`config.mk`:
```
export PLATFORM = sky130hd
export DESIGN_NAME = elbeth_id_ex_stage
export DESIGN_NICKNAME = d
export VERILOG_FILES = /design/src/rtl/elbeth_id_ex_stage.sv
export SDC_FILE = /design/constraint.sdc
export NUM_CORES = 1
export LEC_CHECK = 0
export ABC_AREA = 1
export BUFFER_PORTS_ARGS = -buffer_cell sky130_fd_sc_hd__buf_2
export CAP_MARGIN = 20
export CORE_AREA = 2 2 141 143
export CTS_CLUSTER_SIZE = 8
export DETAILED_ROUTE_END_ITERATION = 6
export DIE_AREA = 0 0 143 145
export PLACE_DENSITY = 0.72
export SKIP_CTS_REPAIR_TIMING = 1
export SLEW_MARGIN = 10
export SYNTH_ARGS = -nofsm -noshare
export SYNTH_HDL_FRONTEND = slang
export SYNTH_SLANG_ARGS = --single-unit
```
`constraint.sdc`:
```
create_clock -name clk -period 2.2 [get_ports clk]
set_input_delay 0.66 -clock clk [delete_from_list [all_inputs] [get_ports clk]]
set_output_delay 0.66 -clock clk [all_outputs]
set_load 0.02 [all_outputs]
```
`src/rtl/elbeth_id_ex_stage.sv`:
```
// ELBETH ID/EX pipeline register: operand bypass select, load-use bubble insertion, stall/flush.
// Optional ELBETH_ID_EX_PERF_EN adds bubble/flush performance counters.
module elbeth_id_ex_stage #(
   parameter int unsigned XLEN     = 32,
   parameter int unsigned ALU_OP_W = 4
) (
   input  logic                clk,
   input  logic                rst,
   input  logic                exs_stall,
   input  logic                flush,
   input  logic                id_valid,
   input  logic [XLEN-1:0]     id_pc,
   input  logic [4:0]          id_rs1,
   input  logic [4:0]          id_rs2,
   input  logic                id_rs1_used,
   input  logic                id_rs2_used,
   input  logic [XLEN-1:0]     id_rs1_data,
   input  logic [XLEN-1:0]     id_rs2_data,
   input  logic [XLEN-1:0]     id_imm,
   input  logic [ALU_OP_W-1:0] id_alu_op,
   input  logic [4:0]          id_rd_addr,
   input  logic                id_w_gpr_en,
   input  logic                id_mem_en,
   input  logic                id_mem_wr,
   input  logic                match_forward_rs1,
   input  logic                match_forward_rs2,
   input  logic                forward_from,
   input  logic [XLEN-1:0]     fwd_alu_data,
   input  logic [XLEN-1:0]     fwd_mem_data,
   output logic                id_hold,
   output logic                exs_valid,
   output logic [XLEN-1:0]     exs_pc,
   output logic [XLEN-1:0]     exs_rs1_data,
   output logic [XLEN-1:0]     exs_rs2_data,
   output logic [XLEN-1:0]     exs_imm,
   output logic [ALU_OP_W-1:0] exs_alu_op,
   output logic [4:0]          exs_rd_addr,
   output logic                exs_w_gpr_en,
   output logic                exs_mem_en,
   output logic                exs_mem_wr
`ifdef ELBETH_ID_EX_PERF_EN
   ,
   output logic [31:0]         perf_bubbles,
   output logic [31:0]         perf_flushes
`endif
);

   logic            load_use;
   logic            lu_bubble;
   logic            kill;
   logic [XLEN-1:0] fwd_data;
   logic [XLEN-1:0] op1_sel;
   logic [XLEN-1:0] op2_sel;

   // A load in EX whose destination is read by the ID instruction; x0 never counts.
   always_comb begin
      load_use = 1'b0;
      if (exs_valid && exs_mem_en && !exs_mem_wr && exs_w_gpr_en && (exs_rd_addr != 5'd0)) begin
         load_use = (id_rs1_used && (id_rs1 == exs_rd_addr)) ||
                    (id_rs2_used && (id_rs2 == exs_rd_addr));
      end
   end

   always_comb begin
      lu_bubble = load_use && id_valid && !flush && !exs_stall;
      kill      = flush || lu_bubble;
      id_hold   = !rst && (exs_stall || (load_use && id_valid && !flush));
   end

   // Bypass operand select, only consumed on capture cycles.
   always_comb begin
      fwd_data = forward_from ? fwd_mem_data : fwd_alu_data;
      op1_sel  = match_forward_rs1 ? fwd_data : id_rs1_data;
      op2_sel  = match_forward_rs2 ? fwd_data : id_rs2_data;
   end

   // Flush beats stall; a load-use bubble only loads when EX is free to advance.
   always_ff @(posedge clk) begin
      if (rst || kill) begin
         exs_valid    <= 1'b0;
         exs_pc       <= '0;
         exs_rs1_data <= '0;
         exs_rs2_data <= '0;
         exs_imm      <= '0;
         exs_alu_op   <= '0;
         exs_rd_addr  <= 5'd0;
         exs_w_gpr_en <= 1'b0;
         exs_mem_en   <= 1'b0;
         exs_mem_wr   <= 1'b0;
      end else if (!exs_stall) begin
         exs_valid    <= id_valid;
         exs_pc       <= id_pc;
         exs_rs1_data <= op1_sel;
         exs_rs2_data <= op2_sel;
         exs_imm      <= id_imm;
         exs_alu_op   <= id_alu_op;
         exs_rd_addr  <= id_valid ? id_rd_addr : 5'd0;
         exs_w_gpr_en <= id_valid && id_w_gpr_en;
         exs_mem_en   <= id_valid && id_mem_en;
         exs_mem_wr   <= id_valid && id_mem_wr;
      end
   end

`ifdef ELBETH_ID_EX_PERF_EN
   always_ff @(posedge clk) begin
      if (rst) begin
         perf_bubbles <= 32'd0;
         perf_flushes <= 32'd0;
      end else begin
         if (lu_bubble) perf_bubbles <= perf_bubbles + 32'd1;
         if (flush)     perf_flushes <= perf_flushes + 32'd1;
      end
   end
`endif

endmodule

```
### Word level (Yosys, flattened, before mapping)

Index checks and enable logic that the tools add are counted.

* register bits after elaboration: 141
* output and inout bits: 142
* word-level logic and storage cells: 39

* equality and inequality tests: 2
* muxes and demuxes: 5
* reduce and logical (&&, ||, !) cells: 22

Operator list (count)
* $mux 32: 3
* $logic_and 1x1->1: 13
* $eq 5x5->1: 2
* $mux 5: 1
* $reduce_bool 5->1: 1
* $logic_not 1->1: 4
* $logic_or 1x1->1: 4
* $mux 1: 1

### Logic depth before layout (Yosys ltp)

Gate-level depths: netlist of the first run.

* depth in word-level cells: 10
* gate-level depth with buffers: 11

### Worst setup path after synthesis of the first run

OpenSTA, ideal clock, no wires.

* kind: input -> output
* start: input port id_rs2[1]
* end: output port id_hold
* arrival time: 1.392 ns
* data required time: 1.540 ns
* path slack: 0.148 ns
* stages on the path: 8
* path buffers: 0
* cells stage by stage: inv_1 nand2_1 nand2_1 nor2_1 nand3_1 nand2_1 nand2_1 a21oi_1

* cells in the longest elaborated chain, start to end: 8

Ends and longest elaborated chain
* from (decl): RTL line 14 `input logic [4:0] id_rs2,`
* $eq 5x5->1: RTL line 60 `(id_rs2_used && (id_rs2 == exs_rd_addr));`
* $logic_and 1x1->1: RTL line 60
* $logic_or 1x1->1: RTL line 59 `load_use = (id_rs1_used && (id_rs1 == exs_rd_addr)) ||`
* $mux 1: RTL line 58 `if (exs_valid && exs_mem_en && !exs_mem_wr && exs_w_gpr_en && (exs_rd_addr != 5'd0)) begin`
* $logic_and 1x1->1 (2 in a row): RTL line 67 `id_hold = !rst && (exs_stall || (load_use && id_valid && !flush));`
* $logic_or 1x1->1: RTL line 67
* $logic_and 1x1->1: RTL line 67
* to (decl): RTL line 30 `output logic id_hold,`

No other way between the ends.

### Worst setup path in the final report of the first run

* start: register exs_rd_addr[1]
* end: output port id_hold

* cells in the longest elaborated chain, start to end: 8
* elaborated cells between the ends (all ways): 12
* classes of those cells: 2 x eq/ne; 1 x mux; 9 x reduce/logical

Ends and longest elaborated chain
* from (decl): RTL line 37 `output logic [4:0] exs_rd_addr,`
* from (signal assigned): RTL line 97 `exs_rd_addr <= id_valid ? id_rd_addr : 5'd0;`
* $eq 5x5->1 (on tied branches): RTL line 59, 60
* $logic_and 1x1->1 (on tied branches): RTL line 59, 60
* $logic_or 1x1->1: RTL line 59
* $mux 1 (*): RTL line 58
* $logic_and 1x1->1 (*) (2 in a row): RTL line 67
* $logic_or 1x1->1 (*): RTL line 67
* $logic_and 1x1->1 (*): RTL line 67

Mark *: on every way between the ends. The rest lies on a longest branch, timed or not.

==> results of run 1 <==
kinds of logic (layout without fill, tap and decap cells):
group	after synthesis	count (layout)	share of synthesized area, %
simple gates	287	287	17.5
mux	132	132	21.2
flops	141	141	45.4
buf+inv	101	467	7.12
compound gates	106	106	8.85
worst max-delay path: cells and delay by family (launching register included):
kind	cells	cell delay, ns
DFF	1	0.38
AOI/OAI and AO/OA	1	0.13
buffers and inverters	2	0.20
and+or+nand+nor	6	0.41
flip-flops by register name (all words and copies together), names as in the netlist:
register and flops:
exs_mem_wr 1, exs_w_gpr_en 1, exs_rs1_data 32, exs_imm 32
exs_alu_op 4, exs_rs2_data 32, exs_mem_en 1, exs_pc 32
exs_valid 1, exs_rd_addr 5
routing by layer:
layer | vias to the layer above | part of all wire [%]
met5 | - | 0
met4 | 0 | 2.7
met3 | 38 | 8.8
met2 | 281 | 48
met1 | 2718 | 40
li1 | 3192 | -
power by group:
group	switching, W	total (W)	leakage, nW	internal (W)
Combinational	0.000535	0.000965	3.44	0.000430
Sequential	0.0000449	0.00268	1.15	0.00264
Clock	0.00117	0.00302	0.300	0.00184
Total	0.00175	0.00666	4.89	0.00491
synth_stat cells (6+ instances only):
cell type and instances:
a22oi_1 8, buf_2 21, buf_4 10, clkbuf_1 15, dfxtp_1 141, inv_1 45, inv_2 6, mux2i_1 132
nand2_1 127, nor2_1 154, o21ai_0 96
worst paths after layout:
kind                                    end  depth (start not counted)  slack, ns            from
worst min register to register    exs_pc[2]                          2       0.50       exs_pc[2]
worst max register to register   exs_imm[7]                         10       0.61  exs_rd_addr[1]
worst min-delay path            exs_imm[21]                          3       0.49      id_imm[21]
worst max-delay path                id_hold                          9      0.005  exs_rd_addr[1]
final cells by class:
cell class / instances / area [um^2] / area share, %
Multi-Input combinational cell: 525 / 2970 / 33.0
Sequential cell: 141 / 2840 / 31.5
Timing Repair Buffer: 384 / 2050 / 22.8
Clock buffer: 18 / 439 / 4.87
Tap cell: 265 / 332 / 3.68
Inverter: 51 / 196 / 2.18
Clock inverter: 14 / 183 / 2.03
per-stage QoR:
stage | utilization [%] | cell area, um^2 | power (W) | setup TNS, ns
2_1_floorplan | - | 6220 | 0.00330 | 0
3_3_place_gp | 43.5 | 8360 | 0.00370 | 0
3_5_place_dp | 43.5 | 8360 | 0.00371 | 0
4_1_cts | 46.8 | 8980 | 0.00677 | -0.163
5_1_grt | 46.9 | 9020 | 0.00698 | -0.101
6_report | 46.9 | 9020 | 0.00666 | 0
==> flow_summary.yaml, run 1 <==
status:
  status: "finished clean"
timing:
  holdWs_ns: 0.492
  fmax_mhz: 456
  setup_viol_count_final: 0
  fin_crit_sh_pct: 99.8
  fin_crit_ns: 2.19
  hold_viol: 0
  worst_slew_pin_slew_ns: 0.546
  timing.slew.headroom_pct: 63.6
  fin_skew_ns: 0.00967
  rsz0062_at_grt: "true"
  worst_slack_ns: 0.00516
  drv_slew: 0
synth:
  synthArstFlopShare_pct: 0
  synth_seq_cells: 141
  synth.distinct_cells: 16
  synth_area_um2: 6220
  syn_nets: 991
  synth.avg_cell_area_um2: 8.11
  ys_warn_count: 0
  yosysTopAreaCell: "dfxtp_1"
  synth_ff_type: "dfxtp_1"
  synth-edff-count: 0
  synthCells: 767
  yosysSeqAreaShare_pct: 45.4
  netlist.area_leader.share_pct: 45.4
  synth.area.top_cells: "dfxtp_1 45%, mux2i_1 21%, nor2_1 9.3%"
critical_path:
  cp_cell_sequence: "inv_4, nand2_2, nand2_1, nor2_1, nand3_1, nand2_1, nand2_1, a21oi_2, buf_4"
  startpoint_type: "register"
  crit_type: "register to output port"
  cp.arrival_ns: 1.53
  crit_path_max_fanout: 5
  crit_top_cell: "nand2_1"
  worstPathRequired_ns: 1.54
  worst_setup_path_end_kind: "output port"
  cp_slowest_cell: "dfxtp_4"
  slowest_delay_ns: 0.38
global_routing:
  met3_usage_pct: 5.41
  antenna_found_initial: 1
  busiest_layer: "met2"
  grt_overflow: 0
  grt_usage_pct: 18.1
  grt_max_degree: 76
  grt_pass1_vias: 6076
  use_met1_pct: 19.9
  met2_usage_pct: 31.9
  grt_first_pass_wirelength_mm: 29.7
cells_and_area:
  area_delta_synth_final_pct: 44.9
  nFillCells: 1864
  fin_cells: 1398
  fin_nets: 1344
  diodes: 0
  layout_common_cells: "363 x buf_2, 154 x nor2_1, 136 x dfxtp_1"
  final_common_cell: "buf_2"
  drive_above_1_share_pct: 38.0
routing:
  num_vias: 6229
  vias_per_cell: 4.46
  drt_wl_total_mm: 18.9
  drtAntennaViolNets: 0
  drc_errors: 0
  wire_per_inst_um: 13.5
  dr.first_iter.drc_count: 179
  drtPass1Iterations: 5
floorplan:
  ios: 366
  num_rows: 51
  die_h_um: 145
  coreArea_um2: 19200
  fp.dieArea_um2: 20700
  die_w_um: 143
  initial_utilization_pct: 32.4
cts:
  cts.clk_slew.worst_paths_ns: 0.06
  clkLatencyLatePin_ns: 0.41
  clock_sinks: 141
  clk_path_buf_depth: 2
  root_buffer: "clkbuf_16"
  cts_buffers: 17
  htreeDepth: 4
  tritoncts: "yes"
placement:
  dpl_worst_slack_ns: 0.0159
  port_buffers: 365
  dp.cells: 1366
  gp_congestion: 0.892
  place_hpwl_mm: 14.9
job:
  drv_cap: 0
power:
  p_leak_nw: 4.89
  power.density_nw_per_um2: 739
  irDropWorstVdd_v: 0.000477
worst_hold_path:
  hp-class: "primary input to register"
No activity file was read; power rests on OpenSTA's default activity.
==> inputs of run 2 (changes only) <==
ABC_AREA = default   (was 1)
CORE_AREA = 2 2 140 142   (was 2 2 141 143)
DIE_AREA = 0 0 142 144   (was 0 0 143 145)
PLACE_DENSITY = 0.76   (was 0.72)
REMOVE_ABC_BUFFERS = 1   (was default)
==> run 2 against run 1 <==
Compared with the run above:
- the flow now finishes with violations (negative setup slack)
- critical endpoint unchanged
- largest cell class unchanged
- sequential share of layout area is 2.6 points lower
- via count increased by 26%
- non-clock buffer count is 23 higher
- combinational power increased by 28%
- critical path depth decreased by 4
- sequential cell count unchanged
- critical path type unchanged
- core utilization is 4.2 points higher
- design area rose by 8.3%
==> flow_summary.yaml, run 2 <==
synth:
  synthCells: 851
  synthSimpleGateAreaFrac_pct: 13.1
  netlist.area_leader.share_pct: 41.5
  synth_top_family_by_area: "compound AO/OA/AOI/OAI gates"
  synthXorXnorAreaFrac_pct: 1.29
  synth.avg_cell_area_um2: 8.00
  synth_seq_cells: 141
  synth_common_cells: "141 x dfxtp_1, 135 x nand2_1, 133 x a32oi_1"
  synth.area.top_cells: "dfxtp_1 41%, a32oi_1 17%, o21ai_0 9.3%"
  synth-edff-count: 0
  synth_area_um2: 6810
  yosysSeqAreaShare_pct: 41.5
  synth_ff_type: "dfxtp_1"
  yosysTopAreaCell: "dfxtp_1"
  ys_warn_count: 0
  muxShareOfSynthArea_pct: 4.71
  synth.distinct_cells: 26
  synth_most_common_cell: "dfxtp_1"
  synthArstFlopShare_pct: 0
  synth-compound-area-share_pct: 33.5
  synthAdderAreaFrac_pct: 0
floorplan:
  fp.dieArea_um2: 20400
  die_h_um: 144
  die_w_um: 142
  num_rows: 51
  initial_utilization_pct: 35.7
  coreArea_um2: 19100
  ios: 366
cts:
  htreeDepth: 4
  clock_sinks: 141
  cts.clk_slew.worst_paths_ns: 0.06
  root_buffer: "clkbuf_16"
  tritoncts: "yes"
  clkLatencyLatePin_ns: 0.41
  clk_path_buf_depth: 2
  cts_buffers: 17
power:
  p_sw_share_pct: 26.9
  p_leak_nw: 4.35
  p_comb_share_pct: 16.8
  power_frac_seq_pct: 38.2
  power.density_nw_per_um2: 757
  intPower_w: 0.00540
  switchingPower_w: 0.00199
  irDropWorstVdd_v: 0.000470
  clkPwrFrac_pct: 45.0
  finalPower_w: 0.00739
cells_and_area:
  seqCellArea_um2: 2820
  fin_cells: 1432
  multi_input_area_um2: 3610
  diodes: 0
  area_delta_synth_final_pct: 43.4
  drive_above_1_share_pct: 37.2
  postLayoutCellArea_um2: 9760
  nFillCells: 1782
  fin_nets: 1406
  fin_util_pct: 51.2
  final_common_cell: "buf_2"
  layout_common_cells: "364 x buf_2, 140 x dfxtp_1, 135 x nand2_1"
timing:
  hold_viol: 0
  fmax_mhz: 400
  fin_crit_ns: 2.50
  holdWs_ns: 0.463
  setup_viol_count_final: 1
  fin_crit_sh_pct: 114
  drv_slew: 0
  rsz0062_at_grt: "true"
  fin_skew_ns: 0.00804
  worst_slew_pin_slew_ns: 0.416
  timing.slew.headroom_pct: 71.5
  worst_slack_ns: -0.300
critical_path:
  startpoint_type: "register"
  worstPathRequired_ns: 1.54
  cp.arrival_ns: 1.84
  crit_path_max_fanout: 2
  worst_setup_path_end_kind: "output port"
  crit_type: "register to output port"
global_routing:
  grt_max_degree: 142
  grt_overflow: 0
  grt_pass1_vias: 6869
  antenna_found_initial: 0
  grt_first_pass_wirelength_mm: 34.6
  grt_usage_pct: 20.8
status:
  violations: "negative setup slack"
  status: "finished with violations"
placement:
  dp.cells: 1399
  gp_congestion: 0.776
  place_hpwl_mm: 15.8
  placed_cell_area_um2: 9030
  port_buffers: 365
routing:
  wire_per_inst_um: 16.2
  drt_wl_total_mm: 23.2
  num_vias: 7820
  drtAntennaViolNets: 0
  vias_per_cell: 5.46
  drc_errors: 0
  dr.first_iter.drc_count: 446
  drtPass1Iterations: 5
job:
  drv_cap: 0
worst_hold_path:
  hp-class: "register to register"
run 2: final cells by class:
type / count / share of cell area (%)
clock buffer: 18 / 4.50
clock inverter: 13 / 2.43
inverter: 1 / 0.0384
multi-input combinational: 614 / 37.0
sequential: 141 / 28.9
tap: 238 / 3.05
timing repair buffer: 407 / 24.1
run 2: worst max-delay path, stage by stage (launching register included):
cell and delay [ns]:
dfxtp_2 0.32, or4_4 0.54, o211ai_4 0.19, nor2_1 0.06, a22o_1 0.19, buf_6 0.13
run 2: metal layers:
layer / track usage, % / wire [um]
met2: 33.7 / 11000
met4: 7.79 / 474
met3: 5.66 / 1790
met5: 0 / 0
met1: 26.7 / 9870
run 2: path summary, 6_finish.rpt:
path         depth (start not counted)                to  slack, ns        startpoint
max                                  5           id_hold      -0.30    exs_rd_addr[3]
min                                  2  exs_rs1_data[26]       0.46  exs_rs1_data[26]
max reg2reg                          6     exs_alu_op[2]       0.26    exs_rd_addr[3]
min reg2reg                          2  exs_rs1_data[26]       0.46  exs_rs1_data[26]
run 2: power by group through the flow:
stage                     clock network, W  logic (W)  registers, W
after floorplan                          0   0.000462       0.00309
after global placement                   0    0.00121       0.00287
after detailed placement                 0    0.00124       0.00287
after CTS                          0.00340    0.00124       0.00282
after global routing               0.00351    0.00135       0.00284
final                              0.00333    0.00124       0.00282
run 2: cells by family (layout without fill, tap and decap cells):
kind of cell,count (synthesis),count (layout)
AO/OA/AOI/OAI,349,349
XOR/XNOR,10,10
multiplexers,32,32
buffers and inverters,96,439
flip-flops,141,141
AND/OR/NAND/NOR,223,223
run 2: through the flow:
step	TNS, ns	setup WS (ns)
floorplan	-1898.39	-13.66
CTS	-0.408	-0.408
global placement	-0.0226	-0.0226
detailed placement	-0.0421	-0.0421
global route	-0.352	-0.352
finish	-0.300	-0.300
==> inputs of run 3 (changes only) <==
CORE_AREA = 3 3 141 143   (was 2 2 140 142)
CTS_CLUSTER_SIZE = default   (was 8)
DIE_AREA = 0 0 144 146   (was 0 0 142 144)
==> run 3 against run 2 <==
Compared with the run above:
- the run still ends with negative setup slack left
- non-clock buffer count is 5 lower
- clock power decreased by 7.8%
- sequential power barely moved
- count of clock-buffer cells in the layout stayed put
- maximum frequency fell by 0.22%
- design area shrank 1.1%
- combinational power about the same
- global-route usage shrank 0.11 points
- critical endpoint unchanged
- worst setup slack got worse by 0.0055 ns
- sequential share of layout area rose by 0.29 points
==> flow_summary.yaml, run 3 (synthesized netlist as in run 2, its figures left out) <==
cts:
  cts.clk_slew.worst_paths_ns: 0.06
  clk_path_buf_depth: 2
  cts_buffers: 17
  root_buffer: "clkbuf_16"
  tritoncts: "yes"
  clkLatencyLatePin_ns: 0.41
  clock_sinks: 141
  htreeDepth: 4
timing:
  holdWs_ns: 0.460
  fin_crit_sh_pct: 114
  fin_crit_ns: 2.51
  drv_slew: 0
  worst_slack_ns: -0.306
  fin_skew_ns: 0.0109
  hold_viol: 0
  timing.slew.headroom_pct: 72.8
  fmax_mhz: 399
  worst_slew_pin_slew_ns: 0.406
  rsz0062_at_grt: "true"
  setup_viol_count_final: 1
global_routing:
  grt_usage_pct: 20.7
  grt_overflow: 0
  grt_max_degree: 79
  grt_pass1_vias: 7107
  antenna_found_initial: 2
  grt_first_pass_wirelength_mm: 36.0
floorplan:
  fp.dieArea_um2: 21000
  num_rows: 50
  initial_utilization_pct: 36.4
  ios: 366
  die_w_um: 144
  die_h_um: 146
  coreArea_um2: 18700
critical_path:
  r2r_slack_ns: 0.29
  cp.arrival_ns: 1.85
  worstPathRequired_ns: 1.54
  crit_path_max_fanout: 2
  worst_setup_path_end_kind: "output port"
  startpoint_type: "register"
  crit_type: "register to output port"
placement:
  gp_congestion: 0.798
  dp.cells: 1392
  place_hpwl_mm: 16.5
  port_buffers: 365
routing:
  drc_errors: 0
  drt_wl_total_mm: 23.4
  wire_per_inst_um: 16.4
  drtAntennaViolNets: 0
  vias_per_cell: 5.43
  num_vias: 7737
  drtPass1Iterations: 5
  dr.first_iter.drc_count: 494
power:
  power.density_nw_per_um2: 738
  p_leak_nw: 4.29
  irDropWorstVdd_v: 0.000469
cells_and_area:
  fin_cells: 1424
  layout_common_cells: "364 x buf_2, 141 x dfxtp_1, 135 x nand2_1"
  nFillCells: 1784
  seqCellArea_um2: 2820
  multi_input_area_um2: 3610
  drive_above_1_share_pct: 36.8
  final_common_cell: "buf_2"
  area_delta_synth_final_pct: 41.9
  fin_nets: 1401
worst_hold_path:
  hp-class: "register to register"
status:
  status: "finished with violations"
  violations: "negative setup slack"
job:
  drv_cap: 0
## run 3: area by class of cell
| cell class | count | share of cell area (%) |
|---|---|---|
| antenna | 1 | 0.0259 |
| clock buffer | 18 | 4.55 |
| clock inverter | 13 | 1.96 |
| inverter | 1 | 0.0389 |
| multi-input combinational | 614 | 37.4 |
| sequential | 141 | 29.2 |
| tap | 234 | 3.03 |
| timing repair buffer | 402 | 23.8 |
## run 3: worst paths after layout
path	from	cells after the start	to
worst max-delay path	exs_rd_addr[1]	5	id_hold
worst min-delay path	exs_rs2_data[5]	2	exs_rs2_data[5]
worst max register to register	exs_rd_addr[1]	6	exs_pc[31]
worst min register to register	exs_rs2_data[5]	2	exs_rs2_data[5]
## run 3: power by group
part	internal [W]	leakage, nW	switching, W
Combinational	0.000501	2.82	0.000741
Sequential	0.00273	1.16	0.0000902
Clock	0.00193	0.303	0.00114
Total	0.00516	4.29	0.00197
## run 3: through the flow
stage	setup WS, ns	power, W	utilization (%)	instance area, um^2	TNS, ns
2_1_floorplan	-13.66	0.00355	-	6400	-1898.39
3_3_place_gp	-0.0713	0.00409	48.2	9020	-0.0713
3_5_place_dp	-0.0682	0.00411	48.2	9020	-0.0682
4_1_cts	-0.370	0.00722	51.6	9650	-0.370
5_1_grt	-0.383	0.00747	51.6	9660	-0.383
6_report	-0.306	0.00713	51.6	9660	-0.306
## run 3: per-layer routing
metal / track usage (%) / part of all wire (%)
met3: 5.92 / 8.7
met1: 25.3 / 40
met5: 0 / 0.030
met4: 6.50 / 1.7
met2: 35.1 / 50
## run 3: critical path: stages (launching register included)
cell	delay (ns)
dfxtp_1	0.31
or4_4	0.54
o211ai_4	0.19
nor2_1	0.06
a22o_1	0.20
buf_6	0.14
